===== src/rtl/scp_079.sv =====
// Purpose : SCP-079 containment monitor FSM; 1 clock = 1 simulated second.
// Latency : inputs sampled at edge k set state/timer at edge k; outputs are Moore-decoded from state.
// Backpr. : none, status inputs are level-sampled every cycle and never stalled.
//
// Ports:
//   clock, reset             rising-edge clock, synchronous active-high reset
//   green, yellow, red       containment status (red > yellow > green, none = yellow)
//   state[2:0], timer[5:0]   current state code and cycles spent in it (saturates at 63)
//   a1, a2, a3, cheat_out    alarm levels and breach flag, decoded from state only
module scp_079 (
   input  logic       clock,
   input  logic       reset,
   input  logic       green,
   input  logic       yellow,
   input  logic       red,
   output logic [2:0] state,
   output logic [5:0] timer,
   output logic       a1,
   output logic       a2,
   output logic       a3,
   output logic       cheat_out
);

   typedef enum logic [2:0] {
      ST_OK      = 3'd0,
      ST_PROBE   = 3'd1,
      ST_ATTACK  = 3'd2,
      ST_WARN    = 3'd3,
      ST_ALARM   = 3'd4,
      ST_BREACH  = 3'd5,
      ST_FAILED  = 3'd6,
      ST_ILLEGAL = 3'd7
   } state_t;

   typedef enum logic [1:0] {
      LV_GRN = 2'd0,
      LV_YEL = 2'd1,
      LV_RED = 2'd2
   } level_t;

   state_t     cur_state;
   state_t     nxt_state;
   level_t     level;
   logic [3:0] grun;
   logic       is_grn;
   logic       change;

   // Effective level: red dominates, and "no input" counts as caution.
   always_comb begin
      if (red)
         level = LV_RED;
      else if (yellow)
         level = LV_YEL;
      else if (green)
         level = LV_GRN;
      else
         level = LV_YEL;
   end

   assign is_grn = (level == LV_GRN);

   // Next-state logic. Within each state the checks are ordered by priority;
   // timer/grun compare against N-1 because they hold the count of cycles
   // already completed before this edge.
   always_comb begin
      nxt_state = cur_state;
      case (cur_state)
         ST_OK: begin
            if (level == LV_RED)
               nxt_state = ST_ALARM;
            else if (level == LV_YEL)
               nxt_state = ST_WARN;
            else if (timer == 6'd19)
               nxt_state = ST_PROBE;
         end
         ST_PROBE: begin
            if (level == LV_RED)
               nxt_state = ST_ALARM;
            else if (level == LV_YEL)
               nxt_state = ST_WARN;
            else if (timer == 6'd9)
               nxt_state = ST_ATTACK;
         end
         ST_ATTACK: begin
            if (level == LV_RED)
               nxt_state = ST_BREACH;
            else if (level == LV_YEL)
               nxt_state = ST_WARN;
            else if (timer == 6'd14)
               nxt_state = ST_OK;
         end
         ST_WARN: begin
            if (level == LV_RED)
               nxt_state = ST_ALARM;
            else if (is_grn && grun == 4'd4)
               nxt_state = ST_OK;
            else if (timer == 6'd29)
               nxt_state = ST_ALARM;
         end
         ST_ALARM: begin
            if (is_grn && grun == 4'd9)
               nxt_state = ST_OK;
            else if (timer == 6'd62)
               nxt_state = ST_FAILED;
         end
         ST_BREACH: begin
            if (is_grn && grun == 4'd9)
               nxt_state = ST_OK;
            else if (timer == 6'd19)
               nxt_state = ST_FAILED;
         end
         ST_FAILED: begin
            nxt_state = ST_FAILED;
         end
         default: begin
            nxt_state = ST_OK;
         end
      endcase
   end

   // The illegal code always changes state, so its exit also clears timer.
   assign change = (nxt_state != cur_state);

   // State register plus the two per-state counters.
   always_ff @(posedge clock) begin
      if (reset) begin
         cur_state <= ST_OK;
         timer     <= 6'd0;
         grun      <= 4'd0;
      end else begin
         cur_state <= nxt_state;
         if (change) begin
            timer <= 6'd0;
            grun  <= 4'd0;
         end else begin
            if (timer != 6'd63)
               timer <= timer + 6'd1;
            if (!is_grn)
               grun <= 4'd0;
            else if (grun != 4'd15)
               grun <= grun + 4'd1;
         end
      end
   end

   assign state = cur_state;

   // Moore output decode.
   always_comb begin
      a1        = 1'b0;
      a2        = 1'b0;
      a3        = 1'b0;
      cheat_out = 1'b0;
      case (cur_state)
         ST_PROBE: begin
            a1 = 1'b1;
         end
         ST_ATTACK: begin
            a1 = 1'b1;
            a2 = 1'b1;
         end
         ST_WARN: begin
            a2 = 1'b1;
         end
         ST_ALARM: begin
            a3 = 1'b1;
         end
         ST_BREACH, ST_FAILED: begin
            a1        = 1'b1;
            a2        = 1'b1;
            a3        = 1'b1;
            cheat_out = 1'b1;
         end
         default: begin
            a1 = 1'b0;
         end
      endcase
   end

endmodule


===== config.mk =====
export PLATFORM = sky130hd
export DESIGN_NAME = scp_079
export DESIGN_NICKNAME = d
export VERILOG_FILES = /design/src/rtl/scp_079.sv
export SDC_FILE = /design/constraint.sdc
export NUM_CORES = 1
export LEC_CHECK = 0
export CAP_MARGIN = 20
export CORE_ASPECT_RATIO = 1.5
export CORE_MARGIN = 3
export CORE_UTILIZATION = 53
export DETAILED_ROUTE_END_ITERATION = 12
export GPL_ROUTABILITY_DRIVEN = 0
export PLACE_DENSITY_LB_ADDON = 0.12
export RECOVER_POWER = 100
export SLEW_MARGIN = 15
export SYNTH_ARGS = -nofsm -noshare
export SYNTH_HDL_FRONTEND = slang
export SYNTH_SLANG_ARGS = --single-unit

===== constraint.sdc =====
create_clock -name clock -period 2.5 [get_ports clock]
set_clock_uncertainty 0.15 [all_clocks]
set_input_delay 0.25 -clock clock [delete_from_list [all_inputs] [get_ports clock]]
set_output_delay 0.25 -clock clock [all_outputs]
set_load 0.005 [all_outputs]

-- Word-level counts from Yosys, hierarchy flattened
Index checks and enable logic that the tools add are counted.
- bits in registers: 13
- input bits: 5
- output and inout bits: 13
- word-level logic and storage cells: 58
- add/sub/neg operators: 2
- equality and inequality tests: 18
- multiplexer cells: 24
- bitwise operators: 1
- reductions and logical operators: 10
- operator list (kind ; number):
    two-way mux 3 bit ; 16
    case mux 3 bit (7 select lines) ; 1
    equality test 6 x 4 -> 1 bit (second input constant) ; 2
    equality test 6 x 5 -> 1 bit (second input constant) ; 2
    equality test 3 bit (second input constant) ; 3
    OR reduction 4 bit ; 2
    adder 6 x 1 -> 6 bit (second input constant) ; 1
    equality test 3 x 2 -> 1 bit (second input constant) ; 2
    equality test 6 bit (second input constant) ; 1
    two-way mux 1 bit ; 6
    != test 6 bit (second input constant) ; 1
    OR reduction 3 bit ; 2
    adder 4 x 1 -> 4 bit (second input constant) ; 1
    equality test 4 x 3 -> 1 bit (second input constant) ; 1
    equality test 4 bit (second input constant) ; 1
    != test 4 bit (second input constant) ; 1
    OR reduction 2 bit ; 2
    equality test 3 x 1 -> 1 bit (second input constant) ; 1
    logical NOT 3 bit ; 1
    != test 3 bit ; 1
    equality test 2 x 1 -> 1 bit (second input constant) ; 1
    equality test 2 bit (second input constant) ; 1
    logical AND 1 bit ; 2
    logical NOT 2 bit ; 1
    other kinds (2) ; 2

-- Logic depth before layout (Yosys ltp)
- depth in word-level cells: 10
- depth in mapped cells: 9
- mapped depth without buffers: 8

-- Worst setup path before layout
Ideal clock, no wire load.
- path kind: register to register
- from: register timer[0]
- to: register timer[0]
- setup time: 0.134 ns
- arrival time: 1.816 ns
- data required time: 2.216 ns
- setup slack: 0.400 ns
- stages on the path, launching flop included: 8
- buffers on the path: 0
- period minus slack after synthesis: 2.100 ns
- path through: dfxtp_1 ha_1 nor4b_4 nand2_1 o311a_1 a221o_1 o21ai_4 nor4_2
- longest elaborated chain between the ends: 7
- elaborated cells on any way between the ends: 26
- classes of those cells: add/sub: 1; eq/ne: 7; mux: 17; reduce/logical: 1
- ends and longest elaborated chain (item ; RTL line ; text):
    start, declared ; 17 ; output logic [5:0] timer,
    start signal, assigned ; 137 ; timer <= timer + 6'd1;
    equality test 6 x 5 -> 1 bit, or another cell as far along ; 97 ; else if (timer == 6'd29)
    two-way mux 3 bit, on equally long branches (3 in series) ; - ;
    case mux 3 bit (7 select lines) ; 67 ; case (cur_state)
    != test 3 bit ; 122 ; assign change = (nxt_state != cur_state);
    OR reduction 2 bit (no source line) ; - ;
Parallel ways exist; a longest one is shown, timed or not.
A chain may end at the register's enable or synchronous reset.

-- Worst setup path after layout
- from: register cur_state[1], in the netlist state[1]
- to: output port cheat_out
- longest elaborated chain between the ends: 3
- elaborated cells on any way between the ends: 4
- classes of those cells: eq/ne: 2; mux: 1; reduce/logical: 1
- ends and longest elaborated chain (item ; RTL line ; text):
    start, declared ; 41 ; state_t cur_state;
    start signal, assigned ; 131 ; cur_state <= nxt_state;
    equality test 3 bit ; 154 ; case (cur_state)
    OR reduction 2 bit (*) ; - ;
    two-way mux 1 bit (*) ; 154 ;
    end, declared ; 21 ; output logic cheat_out
Mark *: on every way between the ends. The rest lies on a longest branch, timed or not.

==> flow_summary.yaml <==
status:
  status: "complete, no violations"
route:
  vias: 1131
  dr.first_iter.drc_count: 13
  wire_per_inst_um: 16.1
  routed_wl_um: 2950
  ant_nets: 0
  route.detailed.drc: 0
  via_per_inst: 6.18
  firstDrtPassIters: 4
cells_and_area:
  antenna_cells: 0
  instances_no_fill: 183
  final_net_count: 173
  drive_gt1_share_pct: 14.3
  syn2layout_area_growth_pct: 13.9
synth:
  synth_fp_nets: 151
  synth_top_area_share_pct: 21.8
  synth_flop_cell: "dfxtp_1"
  ys_seq_area_share_pct: 21.8
  synth_area_leader_cell: "dfxtp_1"
  netlist_instances: 140
  synth_area_um2: 1190
  syn_avg_cell_area_um2: 8.52
  synth_commonest_cells: "13 x dfxtp_1, 13 x nand2_1, 11 x nand3_1"
  synth.area.top_cells: "dfxtp_1 22%, ha_1 6.3%, nor4_2 6.3%"
  synth_cell_types: 49
  yosys_warnings: 0
  synth-async-reset-ratio_pct: 0
  synth_edf_count: 0
  ys_ff_latch: 13
clocking:
  clk_pin_slew_worst_paths_ps: 80
  cts_buffers: 3
  postCtsHoldBufs: 0
  cts_tree: "yes"
  clk_path_buf_depth: 2
  ctsResizeCount: 0
  insertion_delay_ps: 260
  clock_sinks: 13
  post_cts_buffers: 0
  htree_levels: 1
  root_buffer: "clkbuf_4"
floorplanning:
  die_h_um: 64.1
  die_x_um: 44.7
  die-area_um2: 2870
  num_rows: 20
  core_um2: 2080
  io_pins: 18
  initial_core_util_pct: 57.4
power:
  power.internal_w: 0.000388
  swShare_pct: 34.3
  sequentialPowerShare_pct: 40.6
  switchingPower_w: 0.000203
  p_comb_share_pct: 38.2
  p_clk_share_pct: 21.2
  power_density_nw_per_um2: 435
  peakVddDrop_mv: 0.330
  p_leak_nw: 0.522
worst_setup_path:
  critPathKind: "register to output port"
  startpoint_type: "register"
  cpMaxStageDelayCell: "dfxtp_1"
  path_buf_inv: 2
  critPathTopFamily: "buffers and inverters"
  crit_arrival_ps: 1930
  cp_max_fo: 14
  rrSetupSlack_ps: 260
  cp.required_ps: 2100
  setup.worst_path.end_class: "output port"
  max_stage_delay_ps: 620
  worstPathCellList: "buf_4 > xor2_1 > and2_1 > clkdlybuf4s50_1"
place:
  place_inst: 179
  portBuffers: 17
  hpwl_um: 2360
timing:
  drv_slew: 0
  post-route-min-period_ps: 2330
  finalHoldViolCount: 0
  worst_pin_slew_ps: 480
  tns_ps: 0
  fin_crit_sh_pct: 93.2
  setup_viol: 0
  max_freq_mhz: 429
  max-slew-margin-rel_pct: 67.2
  rsz0062_at_grt: "false"
global_route:
  grt_overflow: 0
  grt_usage_pct: 23.5
  grt_pass1_vias: 1148
  grt_max_degree: 15
  grt_pass1_wl_um: 5220
  antenna_found_initial: 0
job:
  drv_cap: 0
min_path:
  holdCritPathClass: "register to register"
## cells by family after synthesis
| logic type | after synthesis | share of synthesized area [%] |
|---|---|---|
| buffers and inverters | 17 | 7.66 |
| adder cells (fa/ha/maj) | 6 | 6.30 |
| XOR/XNOR | 5 | 3.67 |
| AO/OA/AOI/OAI | 29 | 20.1 |
| flip-flops | 13 | 21.8 |
| multiplexers | 2 | 1.68 |
| AND/OR/NAND/NOR | 68 | 38.7 |
## state kept, by name, summed over array words and instances (netlist names)
| signal | cells |
|---|---|
| grun | 4 |
| state | 3 |
| timer | 6 |
## routing by layer
metal / track usage, % / vias to the layer above / wire, um
met5: 0 / - / 0
met4: 10.6 / 0 / 104
met3: 3.10 / 12 / 85
met2: 38.8 / 27 / 1510
met1: 28.9 / 538 / 1250
li1: - / 554 / -
## worst reg2reg max path, cell delays in order, from the launching register on
cell and delay, ps:
dfxtp_1 370, buf_4 150, ha_1 260, nand2_1 130, nor4_1 350, o31ai_1 120
a221o_1 340, o21ai_4 140, nor3_1 110
## final timing paths
| kind | startpoint | end | depth (start not counted) |
|---|---|---|---|
| worst min register to register | grun[1]$_SDFFE_PP0P_ | grun[1]$_SDFFE_PP0P_ | 2 |
| worst max-delay path | state[1]$_SDFF_PP0_ | cheat_out | 4 |
| worst min-delay path | grun[1]$_SDFFE_PP0P_ | grun[1]$_SDFFE_PP0P_ | 2 |
| worst max register to register | timer[1]$_SDFFE_PP0P_ | grun[2]$_SDFFE_PP0P_ | 8 |
## stage by stage
step	hold WS, ps	cell area [um^2]	util (%)	worst slack [ps]	total power [W]
finish	445	1360	65.4	171	0.000591
global route	475	1360	65.4	31.4	0.000632
CTS	504	1420	68.5	120	0.000619
detailed placement	495	1400	67.2	-6.76	0.000494
global placement	456	1400	67.2	28.5	0.000489
floorplan	391	1190	-	400	0.000407
## cell usage in the layout, fill, tap and decap left out, types with 2 or more instances in the layout
cell             count
ha_1                 6
nor2_1               8
o21ai_0              5
nor2b_1              2
clkdlybuf4s50_1      8
nand2_1             13
clkbuf_4             3
buf_4                9
o211ai_1             3
dlygate4sd3_1        9
mux2i_1              2
xor2_1               2
nor3_1              10
xnor2_1              3
inv_1                8
dfxtp_1             13
nand3b_1             2
and2_1               3
nand3_1             11
and3_1               2
nor4_1               7
nand2b_1             2
a21oi_1              3
## power by group through the flow
stage	registers, W	logic [W]	clock network [W]
after floorplan	0.000232	0.000175	0
after global placement	0.000245	0.000244	0
after detailed placement	0.000245	0.000249	0
after CTS	0.000240	0.000250	0.000128
after global routing	0.000242	0.000249	0.000141
final	0.000240	0.000226	0.000125
## area by class of cell
class / instances / area (um^2)
clock buffers: 4 / 26.3
fillers: 216 / 719
inverters: 8 / 30.0
multi-input cells: 110 / 776
flip-flops and latches: 13 / 260
well taps: 22 / 27.5
repair buffers: 26 / 238
No activity file was read; power rests on OpenSTA's default activity.
